File: config.mk
export PLATFORM = sky130hd
export DESIGN_NAME = vc_fifo_bank
export DESIGN_NICKNAME = d
export VERILOG_FILES = /design/src/rtl/vc_fifo_bank.sv
export SDC_FILE = /design/constraint.sdc
export NUM_CORES = 1
export LEC_CHECK = 0
export CAP_MARGIN = 20
export CELL_PAD_IN_SITES_DETAIL_PLACEMENT = 2
export CELL_PAD_IN_SITES_GLOBAL_PLACEMENT = 2
export CORE_ASPECT_RATIO = 1.4
export CORE_UTILIZATION = 50
export CTS_BUF_LIST = sky130_fd_sc_hd__clkbuf_8
export DETAILED_ROUTE_END_ITERATION = 10
export PLACE_DENSITY_LB_ADDON = 0.3
export SLEW_MARGIN = 40
export SYNTH_ARGS = -nofsm -noshare
export SYNTH_HDL_FRONTEND = slang
export SYNTH_SLANG_ARGS = --single-unit
File: constraint.sdc
create_clock -name clk -period 8.93 [get_ports clk]
set_input_delay 0.893 -clock clk [delete_from_list [all_inputs] [get_ports clk]]
set_output_delay 0.893 -clock clk [all_outputs]
set_load 0.01 [all_outputs]
File: src/rtl/vc_fifo_bank.sv
// Multi-channel virtual-channel FIFO bank: shared steered write port, per-channel registered reads and flags.
// Optional per-channel peak occupancy output when VC_FIFO_WATERMARK_EN is defined.
`timescale 1ns/1ps
module vc_fifo_bank #(
    parameter int DATA_WIDTH  = 6,
    parameter int ADDR_WIDTH  = 4,
    parameter int NUM_VC      = 2,
    parameter int VC_ID_WIDTH = 1
) (
    input  logic                               clk,
    input  logic                               reset,
    input  logic                               init,
    input  logic                               wr_enable,
    input  logic [VC_ID_WIDTH-1:0]             wr_vc,
    input  logic [DATA_WIDTH-1:0]              data_in,
    input  logic [NUM_VC-1:0]                  rd_enable,
    input  logic [ADDR_WIDTH-1:0]              umbral_empty,
    input  logic [ADDR_WIDTH-1:0]              umbral_full,
    output logic [NUM_VC*DATA_WIDTH-1:0]       data_out,
    output logic [NUM_VC-1:0]                  valid_out,
    output logic [NUM_VC-1:0]                  full,
    output logic [NUM_VC-1:0]                  empty,
    output logic [NUM_VC-1:0]                  almost_full,
    output logic [NUM_VC-1:0]                  almost_empty,
    output logic [NUM_VC*(ADDR_WIDTH+1)-1:0]   count,
    output logic [NUM_VC-1:0]                  error,
    output logic                               vc_error
`ifdef VC_FIFO_WATERMARK_EN
    ,
    output logic [NUM_VC*(ADDR_WIDTH+1)-1:0]   peak_count
`endif
);
    localparam int CW      = ADDR_WIDTH + 1;
    localparam int DEPTH   = 1 << ADDR_WIDTH;
    localparam int NUM_IDS = 1 << VC_ID_WIDTH;
    localparam logic [CW-1:0] DEPTH_C = CW'(DEPTH);

    // Lookup of which wr_vc encodings name a real channel; avoids a compare that is constant for some parameter sets.
    logic [NUM_IDS-1:0] vc_ok_mask;
    genvar gi;
    generate
        for (gi = 0; gi < NUM_IDS; gi++) begin : g_vc_mask
            assign vc_ok_mask[gi] = (gi < NUM_VC);
        end
    endgenerate

    logic [CW-1:0] af_level;
    logic [CW-1:0] ae_level;
    assign af_level = DEPTH_C - {1'b0, umbral_full};
    assign ae_level = {1'b0, umbral_empty};

    logic vc_err_q, vc_err_d;

    always_comb begin
        vc_err_d = vc_err_q | (wr_enable & ~vc_ok_mask[wr_vc]);
        if (!init) begin
            vc_err_d = 1'b0;
        end
    end

    always_ff @(posedge clk or negedge reset) begin
        if (!reset) begin
            vc_err_q <= 1'b0;
        end else begin
            vc_err_q <= vc_err_d;
        end
    end

    assign vc_error = vc_err_q;

    generate
        for (gi = 0; gi < NUM_VC; gi++) begin : g_ch
            logic [DATA_WIDTH-1:0] mem [DEPTH];
            logic [ADDR_WIDTH-1:0] wr_ptr_q, wr_ptr_d;
            logic [ADDR_WIDTH-1:0] rd_ptr_q, rd_ptr_d;
            logic [CW-1:0]         cnt_q, cnt_d;
            logic [DATA_WIDTH-1:0] dout_q, dout_d;
            logic                  vld_q, vld_d;
            logic                  err_q, err_d;
            logic                  wr_hit, wr_acc, rd_acc, mem_we;

            always_comb begin
                wr_hit   = wr_enable && (wr_vc == VC_ID_WIDTH'(gi));
                rd_acc   = rd_enable[gi] && (cnt_q != '0);
                // A full channel still accepts a write when the same cycle frees a slot.
                wr_acc   = wr_hit && ((cnt_q != DEPTH_C) || rd_acc);
                mem_we   = wr_acc && init;
                wr_ptr_d = wr_acc ? wr_ptr_q + ADDR_WIDTH'(1) : wr_ptr_q;
                rd_ptr_d = rd_acc ? rd_ptr_q + ADDR_WIDTH'(1) : rd_ptr_q;
                cnt_d    = cnt_q;
                if (wr_acc && !rd_acc) begin
                    cnt_d = cnt_q + CW'(1);
                end else if (rd_acc && !wr_acc) begin
                    cnt_d = cnt_q - CW'(1);
                end
                err_d  = err_q | (wr_hit && !wr_acc) | (rd_enable[gi] && (cnt_q == '0));
                vld_d  = rd_acc;
                dout_d = rd_acc ? mem[rd_ptr_q] : '0;
                if (!init) begin
                    wr_ptr_d = '0;
                    rd_ptr_d = '0;
                    cnt_d    = '0;
                    err_d    = 1'b0;
                    vld_d    = 1'b0;
                    dout_d   = '0;
                end
            end

            always_ff @(posedge clk) begin
                if (mem_we) begin
                    mem[wr_ptr_q] <= data_in;
                end
            end

            always_ff @(posedge clk or negedge reset) begin
                if (!reset) begin
                    wr_ptr_q <= '0;
                    rd_ptr_q <= '0;
                    cnt_q    <= '0;
                    err_q    <= 1'b0;
                    vld_q    <= 1'b0;
                    dout_q   <= '0;
                end else begin
                    wr_ptr_q <= wr_ptr_d;
                    rd_ptr_q <= rd_ptr_d;
                    cnt_q    <= cnt_d;
                    err_q    <= err_d;
                    vld_q    <= vld_d;
                    dout_q   <= dout_d;
                end
            end

            assign data_out[gi*DATA_WIDTH +: DATA_WIDTH] = dout_q;
            assign valid_out[gi]    = vld_q;
            assign count[gi*CW +: CW] = cnt_q;
            assign error[gi]        = err_q;
            assign full[gi]         = (cnt_q == DEPTH_C);
            assign empty[gi]        = (cnt_q == '0);
            assign almost_full[gi]  = (cnt_q >= af_level);
            assign almost_empty[gi] = (cnt_q <= ae_level) && (cnt_q != '0);

`ifdef VC_FIFO_WATERMARK_EN
            logic [CW-1:0] peak_q, peak_d;

            always_comb begin
                peak_d = (cnt_d > peak_q) ? cnt_d : peak_q;
                if (!init) begin
                    peak_d = '0;
                end
            end

            always_ff @(posedge clk or negedge reset) begin
                if (!reset) begin
                    peak_q <= '0;
                end else begin
                    peak_q <= peak_d;
                end
            end

            assign peak_count[gi*CW +: CW] = peak_q;
`endif
        end
    endgenerate

endmodule
After elaboration in Yosys (flattened, before gate mapping)
Memory sizes are Yosys's and may differ from the RTL's.
Cells that the tools add are included.
W data, S select, Z words.

cells by class
  add/sub/neg operators = 9
  $lt $le $gt $ge = 5
  reduce and logical (&&, ||, !) cells = 28
  eq/ne operators = 10
  multiplexer cells = 28
  bitwise operators = 8

operator list
  operator               count
  $mux W4                8
  $mux W5                6
  $mux W6                4
  $logic_and A1 B1 Y1    18
  $add A4 B1 Y4 const B  4
  $add A5 B1 Y5 const B  2
  $eq A5 B5 Y1 const B   2
  $ge A5 B5 Y1           2
  $le A5 B4 Y1           2
  $logic_not A5 Y1       2
  $mux W1                10
  $ne A5 B5 Y1 const B   2
  $reduce_bool A5 Y1     2
  $sub A5 B1 Y5 const B  2
  $ne A2 B1 Y1 const B   4
  $ne A3 B1 Y1 const B   2
  $or A1 B1 Y1           5
  $sub A5 B4 Y5 const A  1
  $logic_not A1 Y1       4
  $logic_or A1 B1 Y1     2
  $lt A1 B2 Y1 const B   1
  $not A1 Y1             2
  $and A1 B1 Y1          1

word-level totals
  bits in writable memories = 192
  logic and storage cells = 103
  memories = 2
  output and inout bits = 35
  flip-flop bits (word level) = 43
  bits of input ports = 21

memories
  memory       words  width  rd ports  clocked after Yosys merged registers in  wr ports  line  source
  g_ch[0].mem  16     6      1         0                                        1         73    logic [DATA_WIDTH-1:0] mem [DEPTH];
  g_ch[1].mem  16     6      1         0                                        1         73

Depth between registers and ports, before layout
  word-level depth = 9
  mapped depth = 10
  mapped depth without buffers = 9

Worst setup path after synthesis
No wires, ideal clock.

  kind = input -> register
  start = in wr_vc
  end = reg g_ch[0].cnt_q[4]
  path slack = 5,648 ps
  data required time = 8,806 ps
  setup time = 124 ps
  stages on the path = 9
  arrival = 3,158 ps
  path buffers = 0
  cell sequence = nand2b_1 > a31oi_2 > nand2_1 > fa_1 > a21o_1 > a21oi_1 > and3_1 > and3b_1 > o31a_1

on the way
  word-level cells in the longest chain between the ends = 6
  elaborated cells between the ends (all ways) = 9
  classes of those cells = 1 x eq/ne; 2 x mux; 1 x bitwise; 5 x reduce/logical

ends and longest elaborated chain
  what                                                            line    source
  start: declaration                                              14      input logic [VC_ID_WIDTH-1:0] wr_vc,
  $not A1 Y1 (*)                                                  83      wr_hit = wr_enable && (wr_vc == VC_ID_WIDTH'(gi));
  $logic_and A1 B1 Y1 (*)                                         83
  $logic_and A1 B1 Y1 (*)                                         86      wr_acc = wr_hit && ((cnt_q != DEPTH_C) || rd_acc);
  $logic_not A1 Y1 / $logic_and A1 B1 Y1 (equally long branches)  93, 91
  $logic_and A1 B1 Y1 / $mux W5 (equally long branches)           93, 91
  $ne A3 B1 Y1 (no line) / $mux W5 (equally long branches)        n/a
  end signal: assignment                                          126     cnt_q <= cnt_d;
  end: declaration                                                76      logic [CW-1:0] cnt_q, cnt_d;

Mark *: on every way between the ends. The rest lies on a longest branch, timed or not.
A chain may end at the register's enable or synchronous reset.

Worst setup path in the final report
  start = in rd_enable[1]
  end = reg g_ch[1].cnt_q[4]

on the way
  word-level cells in the longest chain between the ends = 6
  elaborated cells between the ends (all ways) = 10
  classes of those cells = 1 x eq/ne; 2 x mux; 7 x reduce/logical

ends and longest elaborated chain
  what                                                            line    source
  start: declaration                                              16      input logic [NUM_VC-1:0] rd_enable,
  $logic_and A1 B1 Y1 (*)                                         84      rd_acc = rd_enable[gi] && (cnt_q != '0);
  $logic_or A1 B1 Y1                                              86
  $logic_and A1 B1 Y1                                             86
  $logic_not A1 Y1 / $logic_and A1 B1 Y1 (equally long branches)  93, 91
  $logic_and A1 B1 Y1 / $mux W5 (equally long branches)           93, 91
  $ne A3 B1 Y1 (no line) / $mux W5 (equally long branches)        n/a
  end signal: assignment                                          126
  end: declaration                                                76

Marks and branches as above.

==> qor.csv <==
metric,value,unit
crit_path_start,rd_enable[1],
grt_pass1_vias,6827,
synth.cell_area,10300,um^2
place_congestion,0.762,
slew_violations,0,
min_period,4080,ps
ys_types,44,
drt_iter0_drc,388,
grtUsageTotal,31.5,%
synth_cells,624,
drc,0,
reg2reg_to,g_ch[1].cnt_q[4],
drive_gt1_share,17.4,%
cp.required,9330,ps
ys_ff_latch,235,
port_buffers,55,
die_area,21200,um^2
antenna_found_initial,0,
critPathSlowestCell,clkdlybuf4s50_1,
cts_made_buffers,38,
grt_pass1_wl,46400,um
vias_per_cell,6.16,
p_per_area,256,nW/um^2
critical_path_class,primary input to register,
start_kind,primary input,
yosysWarningCount,0,
status,completed,
worst_pin_slew,866,ps
r2r_slack,5310,ps
core_area,20100,um^2
setup_tns,0,ps
diodes,0,
setup_viol,0,
die_h,172,um
p_leak,4.14,nW
fp-row-count,61,
clk_latency,530,ps
yosysSeqAreaShare,66.3,%
clkSlewWorstSetupHoldPaths,60,ps
fin_crit_sh,45.6,%
layout_common_cells,"edfxtp_1 (192), mux4_2 (48), clkdlybuf4s50_1 (48)",
path_depth,10,
synth_nets,684,
r2r_start,g_ch[1].cnt_q[1],
place_hpwl,18700,um
wl_per_cell,32.4,um
root_buffer,clkbuf_8,
cts_resized,0,
ios,56,
die_w,123,um
crit_fanout,7,
end_kind,register,
htreeDepth,2,
cp_num_buf_inv,2,
final_area,11700,um^2
gr-total-overflow,0,
final_cells,976,
placedCellCount,907,
cts-hold-fix-buffers,0,
hold_class,primary input to async pin,
max_cap_viol_count,0,
rr_worst_depth,9,
clock_skew,25.3,ps
post_cts_buffers,0,
area_growth,13.7,%
dpl_cell_area,11000,um^2
layout_commonest_cell,edfxtp_1,
vias,6009,
max_clock_freq,245,MHz
crit_path_cell_trace,"clkdlybuf4s50_1, inv_1, a31oi_1, nand2_1, fa_1, a21o_1, a21oi_1, nand3_1, and3_1, o31a_1",
fin_util,58.4,%
slowest_delay,670,ps
drt_pre_antenna_iters,5,
start_util,51.4,%
fin_total_pwr,3.00,mW
totalWireLength,31600,um
hold_viol,0,
cts_num_sinks,235,
peakVddDrop,162,uV
antenna_left,0,
clk_path_buf_depth,3,
rsz0062_at_grt,no,
grt_max_degree,44,
cp.arrival,4470,ps
slew_headroom,42.1,%
critical_path.endpoint,g_ch[1].cnt_q[4],
fin_nets,755,
tritoncts,yes,
critPathTopFamily,compound AO/OA/AOI/OAI gates,
avgSynthCellArea,16.5,um^2
-- worst min path at each step --
stage                       start  depth (start not counted)                 to
floorplan           g_ch[0].err_q                          1      g_ch[0].err_q
global placement         vc_error                          1           vc_error
detailed placement       vc_error                          1           vc_error
CTS                      vc_error                          1           vc_error
global route                reset                          2  g_ch[1].dout_q[3]
finish                      reset                          2  g_ch[1].dout_q[2]
-- metrics by stage --
stage	hold slack [ps]	worst slack (ps)
floorplan	465	5650
finish	492	4850
detailed placement	481	4490
CTS	497	4870
global placement	477	4830
global route	507	4700
-- layer usage --
metal	up-vias	global-route usage, %	part of all wire [%]
met5	-	0	0
met4	0	8.91	2.2
met3	54	4.25	4.5
met2	242	58.0	55
met1	3175	38.2	38
li1	2538	-	-
-- cell type report --
type,count,area [um^2]
fillers,1707,8350
repair buffers,61,561
clock inverters,27,108
inverters,22,82.6
flip-flops and latches,235,6850
multi-input cells,337,3240
well taps,252,315
clock buffers,42,578
-- registers in the layout, indices dropped and copies added, names as in the netlist --
signal	cells
g_ch.mem	192
g_ch.wr_ptr_q	8
g_ch.cnt_q	10
vc_error	1
g_ch.dout_q	12
g_ch.err_q	2
g_ch.rd_ptr_q	8
g_ch.vld_q	2
-- cells in the mapped netlist, drive strengths merged --
| library cell | count | area [um^2] |
|---|---|---|
| a211oi | 26 | 195 |
| a21boi | 2 | 15.0 |
| a21o | 3 | 22.5 |
| a21oi | 14 | 70.1 |
| a31oi | 2 | 18.8 |
| and2 | 25 | 156 |
| and3 | 4 | 25.0 |
| and3b | 1 | 8.76 |
| buf | 19 | 126 |
| clkbuf | 11 | 43.8 |
| dfrtp | 43 | 1080 |
| edfxtp | 192 | 5770 |
| fa | 2 | 40.0 |
| ha | 37 | 463 |
| inv | 22 | 82.6 |
| mux2i | 22 | 220 |
| mux4 | 48 | 1080 |
| nand2 | 28 | 120 |
| nand2b | 9 | 56.3 |
| nand3 | 9 | 70.1 |
| nand3b | 2 | 15.0 |
| nand4 | 8 | 62.6 |
| nor2 | 32 | 120 |
| nor2b | 18 | 113 |
| nor3 | 7 | 35.0 |
| nor4 | 3 | 18.8 |
| o21a | 6 | 60.1 |
| o21ai | 10 | 65.1 |
| o31a | 2 | 17.5 |
| or2 | 1 | 6.26 |
| or4 | 2 | 22.5 |
| xnor2 | 10 | 87.6 |
| xor2 | 4 | 35.0 |
-- report_power, final --
part,leakage [nW],internal (mW),total [mW],switching [mW]
sequential,2.30,1.23,1.32,0.0902
clock,0.408,0.432,0.884,0.452
combinational,1.44,0.389,0.801,0.412
-- kinds of logic (layout without fill, tap and decap cells) --
group / count (synthesis) / in the layout / share of synthesized area, %
xor+xnor: 14 / 14 / 1.19
flops: 235 / 235 / 66.3
buf+inv: 52 / 152 / 2.45
simple gates: 149 / 149 / 8.04
compound gates: 65 / 65 / 4.50
mux: 70 / 70 / 12.6
fa+ha+maj: 39 / 39 / 4.88
Power figures use the tool's default switching activity.
